`config.mk`:
```
export PLATFORM = sky130hd
export DESIGN_NAME = cust_gen
export DESIGN_NICKNAME = d
export VERILOG_FILES = /design/src/rtl/cust_gen.sv
export SDC_FILE = /design/constraint.sdc
export NUM_CORES = 1
export LEC_CHECK = 0
export ABC_AREA = 1
export CAP_MARGIN = 10
export CORE_MARGIN = 3
export CORE_UTILIZATION = 25
export CTS_CLUSTER_DIAMETER = 200
export DETAILED_ROUTE_END_ITERATION = 7
export DONT_BUFFER_PORTS = 1
export GPL_ROUTABILITY_DRIVEN = 0
export GPL_TIMING_DRIVEN = 0
export MAX_ROUTING_LAYER = met4
export SETUP_SLACK_MARGIN = 0.15
export SYNTH_ARGS = -nofsm -noshare
export SYNTH_HDL_FRONTEND = slang
export SYNTH_SLANG_ARGS = --single-unit
```
`constraint.sdc`:
```
create_clock -name clk -period 2.1 [get_ports clk]
set_clock_uncertainty 0.05 [all_clocks]
set_input_delay 0.315 -clock clk [delete_from_list [all_inputs] [get_ports clk]]
set_output_delay 0.315 -clock clk [all_outputs]
set_load 0.05 [all_outputs]
```
`src/rtl/cust_gen.sv`:
```
// Customer generator: emits bursts of numbered customers with fixed or
// pseudo-random service times, spaced by a programmable idle gap.
//
//  state  | meaning
//  -------+---------------------------------------------------------
//  S_IDLE | waiting for start; outputs hold, busy low
//  S_EMIT | one-cycle customer strobe on out_valid
//  S_GAP  | idle cycles between customers, counted down from gap
module cust_gen #(
   parameter logic [7:0] SEED = 8'hA5
) (
   input  logic       clk,
   input  logic       rst,
   input  logic       start,
   input  logic       stop,
   input  logic [3:0] burst_len,
   input  logic [3:0] gap,
   input  logic       fix_en,
   input  logic [3:0] fix_time,
   output logic       out_valid,
   output logic [3:0] out_num,
   output logic [3:0] out_time,
   output logic       busy,
   output logic       done,
   output logic [7:0] sent_cnt
);

   // An all-zero seed would lock the LFSR, so it is replaced by 1.
   localparam logic [7:0] SEED_EFF = (SEED == 8'h00) ? 8'h01 : SEED;

   typedef enum logic [1:0] {
      S_IDLE = 2'd0,
      S_EMIT = 2'd1,
      S_GAP  = 2'd2
   } state_t;

   state_t     r_state;
   state_t     w_state_nxt;

   logic [3:0] r_gap;
   logic       r_fix_en;
   logic [3:0] r_fix_time;
   logic       r_cont;
   logic [3:0] r_left;
   logic [3:0] r_gap_cnt;
   logic [7:0] r_lfsr;
   logic [3:0] r_next_num;

   logic       w_emit;
   logic       w_start;
   logic       w_fix_en;
   logic [3:0] w_fix_t;
   logic [3:0] w_time;
   logic [3:0] w_left_now;
   logic       w_cont;
   logic       w_last;
   logic       w_lfsr_fb;

   // Next-state decode; stop wins over every other transition out of a busy state.
   always_comb begin
      w_state_nxt = r_state;
      case (r_state)
         S_IDLE: begin
            if (start && !stop) w_state_nxt = S_EMIT;
         end
         S_EMIT: begin
            if (stop)                          w_state_nxt = S_IDLE;
            else if (!r_cont && r_left == 4'd0) w_state_nxt = S_IDLE;
            else if (r_gap == 4'd0)            w_state_nxt = S_EMIT;
            else                               w_state_nxt = S_GAP;
         end
         S_GAP: begin
            if (stop)                   w_state_nxt = S_IDLE;
            else if (r_gap_cnt == 4'd0) w_state_nxt = S_EMIT;
         end
         default: w_state_nxt = S_IDLE;
      endcase
   end

   // The first emission of a burst happens on the start edge itself, so it
   // must see the live configuration inputs rather than the latched copies.
   always_comb begin
      w_emit     = (w_state_nxt == S_EMIT);
      w_start    = (r_state == S_IDLE) && w_emit;
      w_fix_en   = w_start ? fix_en    : r_fix_en;
      w_fix_t    = w_start ? fix_time  : r_fix_time;
      w_left_now = w_start ? burst_len : r_left;
      w_cont     = w_start ? (burst_len == 4'd0) : r_cont;
      w_last     = !w_cont && (w_left_now == 4'd1);
      w_lfsr_fb  = r_lfsr[7] ^ r_lfsr[5] ^ r_lfsr[4] ^ r_lfsr[3];
      if (w_fix_en)
         w_time = (w_fix_t == 4'd0) ? 4'd1 : w_fix_t;
      else
         w_time = (r_lfsr[3:0] == 4'd0) ? 4'd1 : r_lfsr[3:0];
   end

   // State register.
   always_ff @(posedge clk or negedge rst) begin
      if (!rst) r_state <= S_IDLE;
      else      r_state <= w_state_nxt;
   end

   // Burst configuration, remaining-customer and gap down-counters, LFSR and numbering.
   always_ff @(posedge clk or negedge rst) begin
      if (!rst) begin
         r_gap      <= 4'd0;
         r_fix_en   <= 1'b0;
         r_fix_time <= 4'd0;
         r_cont     <= 1'b0;
         r_left     <= 4'd0;
         r_gap_cnt  <= 4'd0;
         r_lfsr     <= SEED_EFF;
         r_next_num <= 4'd1;
      end else begin
         if (w_start) begin
            r_gap      <= gap;
            r_fix_en   <= fix_en;
            r_fix_time <= fix_time;
            r_cont     <= (burst_len == 4'd0);
         end
         if (w_emit) begin
            if (!w_cont) r_left <= w_left_now - 4'd1;
            r_lfsr     <= {r_lfsr[6:0], w_lfsr_fb};
            r_next_num <= (r_next_num == 4'd15) ? 4'd1 : r_next_num + 4'd1;
         end
         if (w_state_nxt == S_GAP) begin
            if (r_state == S_EMIT) r_gap_cnt <= r_gap - 4'd1;
            else                   r_gap_cnt <= r_gap_cnt - 4'd1;
         end
      end
   end

   // Registered outputs; number and time only change on an emission.
   always_ff @(posedge clk or negedge rst) begin
      if (!rst) begin
         out_valid <= 1'b0;
         out_num   <= 4'd0;
         out_time  <= 4'd0;
         busy      <= 1'b0;
         done      <= 1'b0;
         sent_cnt  <= 8'd0;
      end else begin
         out_valid <= w_emit;
         busy      <= (w_state_nxt != S_IDLE);
         done      <= w_emit && w_last;
         if (w_emit) begin
            out_num  <= r_next_num;
            out_time <= w_time;
         end
         if (w_start)
            sent_cnt <= 8'd1;
         else if (w_emit && sent_cnt != 8'd255)
            sent_cnt <= sent_cnt + 8'd1;
      end
   end

endmodule

```
==> results of run 1 <==
## critical path, cell delays in order (launching register included)
cell and delay, ns:
dfrtp_2 0.57, ha_4 0.21, nand3_4 0.08, nor2_4 0.13, buf_6 0.10, buf_4 0.08, buf_4 0.09, buf_6 0.08
inv_2 0.03, o21bai_1 0.18, nand3_1 0.15, o21ai_2 0.14
## flip-flops by register name (all words and copies together) (netlist names)
| name | cells |
|---|---|
| out_valid | 1 |
| sent_cnt | 8 |
| r_gap_cnt | 4 |
| r_gap | 4 |
| r_lfsr | 8 |
| done | 1 |
| r_next_num | 4 |
| r_cont | 1 |
| r_state | 2 |
| out_time | 4 |
| r_fix_time | 4 |
| out_num | 4 |
| r_fix_en | 1 |
| r_left | 4 |
| busy | 1 |
## metrics by stage
step | hold slack [ns] | util, % | std cells
2_1_floorplan | -0.03059 | - | 322
3_3_place_gp | -0.02911 | 27.75 | 455
3_5_place_dp | -0.02927 | 27.75 | 455
4_1_cts | 0.06431 | 30.56 | 473
5_1_grt | 0.07537 | 31.17 | 477
6_report | 0.07803 | 31.17 | 477
## synthesized netlist by cell type, types with 2 or more instances
| cell | count | area share [%] |
|---|---|---|
| nand2_2 | 2 | 0.48 |
| nand3_1 | 25 | 4.8 |
| o211ai_1 | 2 | 0.58 |
| o21ai_2 | 9 | 3.1 |
| buf_4 | 3 | 0.87 |
| nor3_1 | 2 | 0.39 |
| nand3b_1 | 2 | 0.58 |
| ha_1 | 5 | 2.4 |
| dfstp_2 | 5 | 5.1 |
| dfrtp_1 | 46 | 45 |
| nand2_4 | 2 | 0.87 |
| inv_1 | 38 | 5.5 |
| o21ai_0 | 24 | 4.7 |
| xor2_1 | 4 | 1.4 |
| buf_6 | 2 | 0.87 |
| xnor2_1 | 4 | 1.4 |
| nor2_1 | 25 | 3.6 |
| nand4_1 | 4 | 0.97 |
| nand2_1 | 110 | 16 |
## where the power goes
part / leakage, nW / switching, W / internal (W)
logic: 0.792 / 0.000806 / 0.000554
clock network: 0.0524 / 0.000314 / 0.000357
registers: 0.631 / 0.000705 / 0.00139
total: 1.48 / 0.00182 / 0.00230
## per-layer routing
layer	vias to the layer above	GRT usage, %	wire [µm]
li1	1049	-	-
met3	4	3.599	439
met1	959	14.47	2873
met5	-	-	0
met4	0	2.435	46
met2	45	14.92	2416
## final timing paths
check	from	end	slack (ns)	cells past startpoint
max reg2reg	sent_cnt[1]$_DFFE_PN0P_	sent_cnt[6]$_DFFE_PN0P_	0.13	11
min	gap[2]	r_gap[2]$_DFFE_PN0N_	0.08	2
max	sent_cnt[1]$_DFFE_PN0P_	sent_cnt[6]$_DFFE_PN0P_	0.13	11
min in group asynchronous	rst	r_left[2]$_DFFE_PN0P_	0.49	2
max in group asynchronous	rst	r_lfsr[0]$_DFFE_PN1P_	1.23	2
min reg2reg	r_lfsr[7]$_DFFE_PN1P_	r_lfsr[7]$_DFFE_PN1P_	0.42	2
## repair_timing
action | CTS | global route
setup endpoints to repair | 8 | 12
setup buffers | 7 | 4
hold endpoints to repair | 51 | 0
pin swaps | 4 | 8
resized for setup | 15 | 9
cloned | 1 | 0
hold buffers | 2 | 0
## area by class of cell
cell class / count / area share [%]
sequential: 51 / 41.80
tap: 133 / 5.387
clock buffer: 7 / 2.471
multi-input combinational: 226 / 37.91
timing repair buffer: 14 / 5.022
buffer: 6 / 1.701
clock inverter: 1 / 0.9721
inverter: 39 / 4.739
## kinds of logic after synthesis
group | count (synthesis)
flops | 51
compound gates | 37
simple gates | 176
buf+inv | 45
xor+xnor | 8
fa+ha+maj | 5
## cell usage in the layout, fill, tap and decap left out, types with 4 or more instances in the layout
cell type | Yosys | layout
nand2_1 | 110 | 110
dfrtp_1 | 46 | 41
inv_1 | 38 | 36
o21ai_0 | 24 | 24
nor2_1 | 25 | 23
nand3_1 | 25 | 23
buf_4 | 3 | 12
o21ai_2 | 9 | 9
clkbuf_8 | 0 | 5
dfstp_2 | 5 | 5
nand4_1 | 4 | 4
xnor2_1 | 4 | 4
xor2_1 | 4 | 4
ha_1 | 5 | 4
dfrtp_2 | 0 | 4
==> metrics.yaml, run 1 <==
clock_tree:
  clock_sinks: 51
  worstSkewPairLatency_ns: 0.29
  cts_inserted_buffers: 5
  root_buffer: "clkbuf_8"
  clk_path_buf_depth: 2
  clk_pin_slew_ns: 0.09
  ctsHtreeMaxLevel: 2
  cts_tree: "done"
worst_setup_path:
  cp_max_fo: 4
  critPathLaunchType: "flop"
  cp.arrival_ns: 2.15
  crit_required_ns: 2.28
  end_kind: "flop"
  path_class: "reg -> reg"
routing:
  via_per_inst: 4.312
  drc: 0
  first_pass_iters: 4
  routed_wirelength_mm: 5.774
  drtIter0Drc: 121
  ant_nets: 0
  wl_per_cell_um: 12.10
  vias: 2057
global_route:
  overflow: 0
  grt_pass1_vias: 1929
  grt_start_max_net_pins: 52
  track_usage_pct: 10.51
  antenna_found_initial: 0
  grt_pass1_wl_mm: 9.411
synth:
  synth.mux.area_fraction_pct: 0
  synth_cell_type_count: 27
  yosys_register_bits: 51
  synth_area_um2: 2582
  syn_nets: 344
  async_flop_share_pct: 100.0
  synth_ff_type: "dfrtp_1"
  synthSimpleGateAreaFrac_pct: 28.88
  ys_seq_area_share_pct: 49.66
  synth_fa_ha_area_share_pct: 2.422
  postSynthCellCount: 322
  avgSynthCellArea_um2: 8.020
  synth_compound_area_share_pct: 8.769
  synthXorXnorAreaFrac_pct: 2.713
  ys_warn_count: 0
  synth_top_family_by_area: "simple AND/OR/NAND/NOR gates"
  synth-edff-count: 0
place:
  hpwl_mm: 4.000
  dp_slack_ns: -0.2348
  placed_cell_area_um2: 2750
  portBuffers: 0
timing:
  slew_headroom_pct: 61.58
  hold_viol: 0
  timing.final.ws_setup_ns: 0.1295
  fin_crit_ns: 1.971
  rsz0062_at_grt: "true"
  tns_ns: 0
  clock.fmax_mhz: 507.5
  tightest_slew_ns: 0.5763
  slew_viol_final: 0
  setup_violations: 0
  min_period_over_period_pct: 93.83
cells_and_area:
  drive_gt1_share_pct: 17.44
  fillers: 1053
  antenna_cells: 0
  post-route-cell-area_um2: 3089
  seq_area_um2: 1291
  multi_input_comb_area_um2: 1171
  nets: 365
  area_delta_synth_final_pct: 19.62
power_and_ir_drop:
  power_w: 0.004125
  power_leakage_nw: 1.476
  power_density_nw_per_um2: 1335
  peakVddDrop_uv: 605.9
floorplan:
  die_h_um: 107.6
  num_io_pins: 36
  core-area_um2: 9910
  design.die.area_um2: 11590
  placementRows: 36
  die_w_um: 107.6
  start_util_pct: 26.06
status:
  status: "finished, final reports clean"
job:
  maxCapViolCount: 0
hold_path:
  hp-class: "in -> reg"
Note: power is estimated with default switching activity, not from simulation.
==> run 2: changes to the inputs <==
==> constraint.sdc (replaced) <==
create_clock -name clk -period 2.1 [get_ports clk]
set_clock_uncertainty 0.05 [all_clocks]
set_input_delay 0.525 -clock clk [delete_from_list [all_inputs] [get_ports clk]]
set_output_delay 0.525 -clock clk [all_outputs]
set_load 0.05 [all_outputs]
==> run 2 against run 1 <==
Compared with the run above:
- design area unchanged
- final cell count unchanged
- clock power about the same
- global-route usage up 0.18 points
- wire length up 1.0%
- critical path depth unchanged
- core utilization unchanged
- largest cell class unchanged
- largest power group unchanged
==> metrics.yaml, run 2 (synthesis gave the netlist of run 1 again) <==
job:
  maxCapViolCount: 0  # unchanged
routing:
  via_per_inst: 4.312  # unchanged
  first_pass_iters: 5  # was 4
  drc: 0  # unchanged
  ant_nets: 0  # unchanged
  routed_wirelength_mm: 5.833  # was 5.774 mm
  drtIter0Drc: 122  # was 121
  wl_per_cell_um: 12.23  # was 12.10 µm
  vias: 2057  # unchanged
timing:
  hold_viol: 0  # unchanged
  fin_crit_ns: 1.968  # was 1.971 ns
  slew_viol_final: 0  # unchanged
  clock.fmax_mhz: 508.3  # was 507.5 MHz
  tightest_slew_ns: 0.5770  # was 0.5763 ns
  slew_headroom_pct: 61.53  # was 61.58%
  rsz0062_at_grt: "true"  # unchanged
  setup_violations: 0  # unchanged
  min_period_over_period_pct: 93.69  # was 93.83%
  tns_ns: 0  # unchanged
  hold_slack_ns: 0.01739  # was 0.07803 ns
worst_setup_path:
  cp_max_fo: 4  # unchanged
  end_kind: "flop"  # unchanged
  path_class: "reg -> reg"  # unchanged
  critPathLaunchType: "flop"  # unchanged
  crit_required_ns: 2.28  # about the same
  cp.arrival_ns: 2.15  # about the same
cells_and_area:
  drive_gt1_share_pct: 17.44  # unchanged
  fillers: 1053  # unchanged
  final_cell_mix: "110 x nand2_1, 41 x dfrtp_1, 36 x inv_1"  # unchanged
  area_delta_synth_final_pct: 19.62  # unchanged
  nets: 365  # unchanged
  top_regs: "r_lfsr: 8 flops, sent_cnt: 8 flops"  # unchanged
  antenna_cells: 0  # unchanged
  final_common_cell: "nand2_1"  # unchanged
power_and_ir_drop:
  seq_power_share_pct: 50.8  # about the same
  power_frac_comb_pct: 32.9  # was 33.0%
  p_clk_share_pct: 16.3  # about the same
  peakVddDrop_uv: 606.0  # was 605.9 µV
  switching_share_pct: 44.21  # was 44.24%
  power_w: 0.004123  # was 0.004125 W
  power_leakage_nw: 1.476  # unchanged
  power_density_nw_per_um2: 1335  # about the same
  switchingPower_w: 0.001823  # was 0.001825 W
  p_int_w: 0.002300  # about the same
status:
  status: "finished, final reports clean"  # unchanged
clock_tree:
  ctsHtreeMaxLevel: 2  # unchanged
  worstSkewPairLatency_ns: 0.29  # about the same
  cts_inserted_buffers: 5  # unchanged
  clk_path_buf_depth: 2  # unchanged
  clock_sinks: 51  # unchanged
  cts_tree: "done"  # unchanged
  root_buffer: "clkbuf_8"  # unchanged
  clk_pin_slew_ns: 0.09  # about the same
global_route:
  overflow: 0  # unchanged
  grt_pass1_vias: 1935  # was 1929
  antenna_found_initial: 0  # unchanged
  grt_start_max_net_pins: 47  # was 52
  track_usage_pct: 10.69  # was 10.51%
  grt_pass1_wl_mm: 9.542  # was 9.411 mm
place:
  portBuffers: 0  # unchanged
  hpwl_mm: 4.000  # unchanged
floorplan:
  placementRows: 36  # unchanged
  die_w_um: 107.6  # unchanged
  start_util_pct: 26.06  # unchanged
  core-area_um2: 9910  # unchanged
  num_io_pins: 36  # unchanged
  die_h_um: 107.6  # unchanged
  design.die.area_um2: 11590  # unchanged
hold_path:
  hp-class: "in -> async"  # was in -> reg
## run 2: worst max-delay path: stages (launching register included)
cell	delay (ns)
dfrtp_2	0.57
ha_4	0.21
nand3_4	0.08
nor2_4	0.13
buf_6	0.10
buf_4	0.08
buf_4	0.09
buf_6	0.08
inv_2	0.03
o21bai_1	0.18
nand3_1	0.14
o21ai_2	0.14
## run 2: area by class of cell
type / instances / area (µm²) / share of cell area, %
Timing Repair Buffer: 14 / 155.1 / 5.022
Buffer: 6 / 52.55 / 1.701
Tap cell: 133 / 166.4 / 5.387
Inverter: 39 / 146.4 / 4.739
Sequential cell: 51 / 1291 / 41.80
Clock inverter: 1 / 30.03 / 0.9721
Clock buffer: 7 / 76.32 / 2.471
Multi-Input combinational cell: 226 / 1171 / 37.91
## run 2: timing repair
| action | 4_1_cts | 5_1_grt |
|---|---|---|
| setup buffers | 7 | 4 |
| cloned | 1 | 0 |
| pin swaps | 4 | 8 |
| endpoints found under the setup margin | 8 | 12 |
| gates resized for setup | 15 | 9 |
| hold buffers | 1 | 1 |
| endpoints found under the hold margin | 46 | 5 |
## run 2: routing by layer
| metal | routed length, µm | vias up | track usage, % |
|---|---|---|---|
| li1 | - | 1052 | - |
| met1 | 2858 | 957 | 14.70 |
| met2 | 2486 | 44 | 15.28 |
| met3 | 441 | 4 | 3.599 |
| met4 | 46 | 0 | 2.435 |
| met5 | 0 | - | - |
## run 2: final timing paths
path                                          from                       to  slack, ns  cells past startpoint
max                        sent_cnt[1]$_DFFE_PN0P_  sent_cnt[6]$_DFFE_PN0P_       0.13                     11
min                                            rst    r_left[2]$_DFFE_PN0P_       0.02                      1
max in group asynchronous                      rst    r_lfsr[5]$_DFFE_PN1P_       1.21                      1
min in group clk                            gap[2]     r_gap[2]$_DFFE_PN0N_       0.29                      2
min reg2reg                  r_lfsr[7]$_DFFE_PN1P_    r_lfsr[7]$_DFFE_PN1P_       0.42                      2
max reg2reg                sent_cnt[1]$_DFFE_PN0P_  sent_cnt[6]$_DFFE_PN0P_       0.13                     11
## run 2: per-stage QoR
stage / cells / area [µm²] / setup WS, ns / util, %
after floorplan: 322 / 2584 / 0.1516 / -
after global placement: 455 / 2750 / -0.1966 / 27.75
after detailed placement: 455 / 2750 / -0.2348 / 27.75
after CTS: 472 / 3018 / 0.1843 / 30.45
after global routing: 477 / 3089 / 0.02176 / 31.17
final: 477 / 3089 / 0.1325 / 31.17
## run 2: power groups by stage
| stage | Sequential [W] | Combinational [W] | Clock (W) |
|---|---|---|---|
| 6_report | 0.00209 | 0.00136 | 0.000670 |
| 5_1_grt | 0.00215 | 0.00160 | 0.000738 |
| 4_1_cts | 0.00209 | 0.00134 | 0.000702 |
| 3_5_place_dp | 0.00208 | 0.00127 | 0 |
| 3_3_place_gp | 0.00208 | 0.00124 | 0 |
| 2_1_floorplan | 0.00200 | 0.00105 | 0 |
==> run 3: changes to the inputs <==
--- a/config.mk
+++ b/config.mk
@@ -8,7 +8,7 @@
 export ABC_AREA = 1
 export CAP_MARGIN = 10
 export CORE_MARGIN = 3
-export CORE_UTILIZATION = 25
+export CORE_UTILIZATION = 45
 export CTS_CLUSTER_DIAMETER = 200
 export DETAILED_ROUTE_END_ITERATION = 7
 export DONT_BUFFER_PORTS = 1
==> run 3 against run 2 <==
Compared with the run above:
- sequential share of layout area is 3.0 points higher
- core utilization is 23 points higher
- combinational power hardly changed
- design area is 6.8% lower
- critical path depth is 1 lower
- flip-flop and latch count stayed put
- die area is 42% lower
- via count is 0.88% lower
- sequential power hardly changed
- clock power is 13% lower
- non-clock buffer count is 9 lower
- first-iteration DRC count is 9.8% lower
- critical endpoint unchanged
- largest power group unchanged
- highest routed layer unchanged
==> metrics.yaml, run 3 (synthesis gave the netlist of run 1 again) <==
status:
  status: "finished, final reports clean"  # unchanged
routing:
  drtIter0Drc: 110  # was 122
  wl_per_cell_um: 12.77  # was 12.23 µm
  ant_nets: 0  # unchanged
  met2WireLength_mm: 2.335  # was 2.486 mm
  via_per_inst: 5.035  # was 4.312
  wl_met1_mm: 2.485  # was 2.858 mm
  top_layer: "met4"  # unchanged
  first_pass_iters: 5  # unchanged
  routed-wl-met3_um: 290  # was 441 µm
  routed_wirelength_mm: 5.171  # was 5.833 mm
  vias: 2039  # was 2057
  drc: 0  # unchanged
global_route:
  grt_pass1_vias: 1835  # was 1935
  grt_start_max_net_pins: 52  # was 47
  overflow: 0  # unchanged
  grt_pass1_wl_mm: 8.590  # was 9.542 mm
  track_usage_pct: 17.18  # was 10.69%
  antenna_found_initial: 0  # unchanged
clock_tree:
  clock_sinks: 51  # unchanged
  root_buffer: "clkbuf_8"  # unchanged
  cts_inserted_buffers: 5  # unchanged
  ctsHtreeMaxLevel: 2  # unchanged
  worstSkewPairLatency_ns: 0.30  # was 0.29 ns
  cts_tree: "done"  # unchanged
  clk_pin_slew_ns: 0.09  # about the same
  clk_path_buf_depth: 2  # unchanged
timing:
  min_period_over_period_pct: 86.80  # was 93.69%
  hold_viol: 0  # unchanged
  setup_violations: 0  # unchanged
  timing.final.ws_setup_ns: 0.2772  # was 0.1325 ns
  fin_crit_ns: 1.823  # was 1.968 ns
  tightest_slew_ns: 0.5999  # was 0.5770 ns
  rsz0062_at_grt: "false"  # was true
  slew_viol_final: 0  # unchanged
  slew_headroom_pct: 60.01  # was 61.53%
  clock.fmax_mhz: 548.6  # was 508.3 MHz
worst_setup_path:
  startpoint: "sent_cnt[1]$_DFFE_PN0P_"  # unchanged
  r2r_start: "sent_cnt[1]$_DFFE_PN0P_"  # unchanged
  cp.arrival_ns: 2.01  # was 2.15 ns
  path_class: "reg -> reg"  # unchanged
  crit_required_ns: 2.29  # was 2.28 ns
  cp_max_fo: 6  # was 4
  end_kind: "flop"  # unchanged
  critPathLaunchType: "flop"  # unchanged
floorplan:
  core-area_um2: 5335  # was 9910 µm²
  die_w_um: 81.76  # was 107.6 µm
  start_util_pct: 48.41  # was 26.06%
  num_io_pins: 36  # unchanged
  placementRows: 26  # was 36
  die_h_um: 81.76  # was 107.6 µm
  design.die.area_um2: 6684  # was 11590 µm²
cells_and_area:
  nets: 356  # was 365
  post-route-cell-area_um2: 2879  # was 3089 µm²
  area_delta_synth_final_pct: 11.48  # was 19.62%
  final_common_cell: "nand2_1"  # unchanged
  final_cells: 405  # was 477
  final_cell_mix: "110 x nand2_1, 42 x dfrtp_1, 38 x inv_1"  # was 110 x nand2_1, 41 x dfrtp_1, 36 x inv_1
  top_regs: "r_lfsr: 8 flops, sent_cnt: 8 flops"  # unchanged
  drive_gt1_share_pct: 14.63  # was 17.44%
  antenna_cells: 0  # unchanged
  fillers: 513  # was 1053
power_and_ir_drop:
  power_density_nw_per_um2: 1385  # was 1335 nW/µm²
  power_leakage_nw: 1.423  # was 1.476 nW
  power_w: 0.003987  # was 0.004123 W
  peakVddDrop_uv: 576.4  # was 606.0 µV
place:
  portBuffers: 0  # unchanged
  hpwl_mm: 3.562  # was 4.000 mm
  dp_slack_ns: -0.02608  # was -0.2348 ns
  placed_cell_area_um2: 2671  # was 2750 µm²
  dp_cells: 392  # was 455
hold_path:
  hp-class: "in -> async"  # unchanged
job:
  maxCapViolCount: 0  # unchanged
-- run 3: final timing paths --
| path | endpoint | slack (ns) | cells past startpoint |
|---|---|---|---|
| max in group asynchronous | r_next_num[0]$_DFFE_PN1P_ | 1.71 | 1 |
| max | sent_cnt[6]$_DFFE_PN0P_ | 0.28 | 10 |
| min | r_fix_time[2]$_DFF_PN0_ | 0.008 | 1 |
| min in group clk | r_gap[2]$_DFFE_PN0N_ | 0.28 | 2 |
| max reg2reg | sent_cnt[6]$_DFFE_PN0P_ | 0.28 | 10 |
| min reg2reg | r_lfsr[7]$_DFFE_PN1P_ | 0.43 | 2 |
-- run 3: final cells by class --
class                   count  area (µm²)  share of cell area, %
plain buffers               6       52.55                  1.825
inverters                  39       146.4                  5.085
clock buffers               7       86.33                  2.999
repair buffers              5       75.07                  2.608
multi-input cells         226        1136                  39.46
flip-flops and latches     51        1290                  44.81
well taps                  70       87.58                  3.042
clock inverters             1       5.005                 0.1738
-- run 3: critical path, stage by stage (launching register included) --
cell and delay (ns):
dfrtp_2 0.57, ha_4 0.20, nand3_2 0.09, nor2_2 0.16, nand3_2 0.09, nor2_2 0.15, o21ai_2 0.08, nand2_4 0.12
buf_8 0.12, nand2_1 0.06, o21ai_2 0.07
-- run 3: timing repair --
action,4_1_cts,5_1_grt
hold buffers,1,0
pin swaps,0,4
endpoints found under the hold margin,51,0
gates cloned,0,1
buffers inserted,0,3
gates resized for setup,4,8
setup endpoints to repair,8,8
-- run 3: per-stage QoR --
step                      setup TNS (ns)  hold WS, ns  util (%)
after floorplan                        0       0.1794         -
final                                  0     0.008197     53.96
after detailed placement        -0.06681       0.1805     50.07
after global routing                   0      0.01065     53.96
after CTS                              0      0.02443     52.58
after global placement          -0.04297       0.1806     50.07
-- run 3: report_power, final --
part | total [W] | leakage, nW | switching (W) | internal (W)
logic | 0.00134 | 0.741 | 0.000797 | 0.000540
registers | 0.00207 | 0.633 | 0.000677 | 0.00139
clock network | 0.000584 | 0.0482 | 0.000317 | 0.000267
-- run 3: metal layers --
layer	up-vias	track usage, %
met5	-	-
met4	0	4.983
met3	7	3.838
met2	47	26.01
met1	950	23.20
li1	1035	-
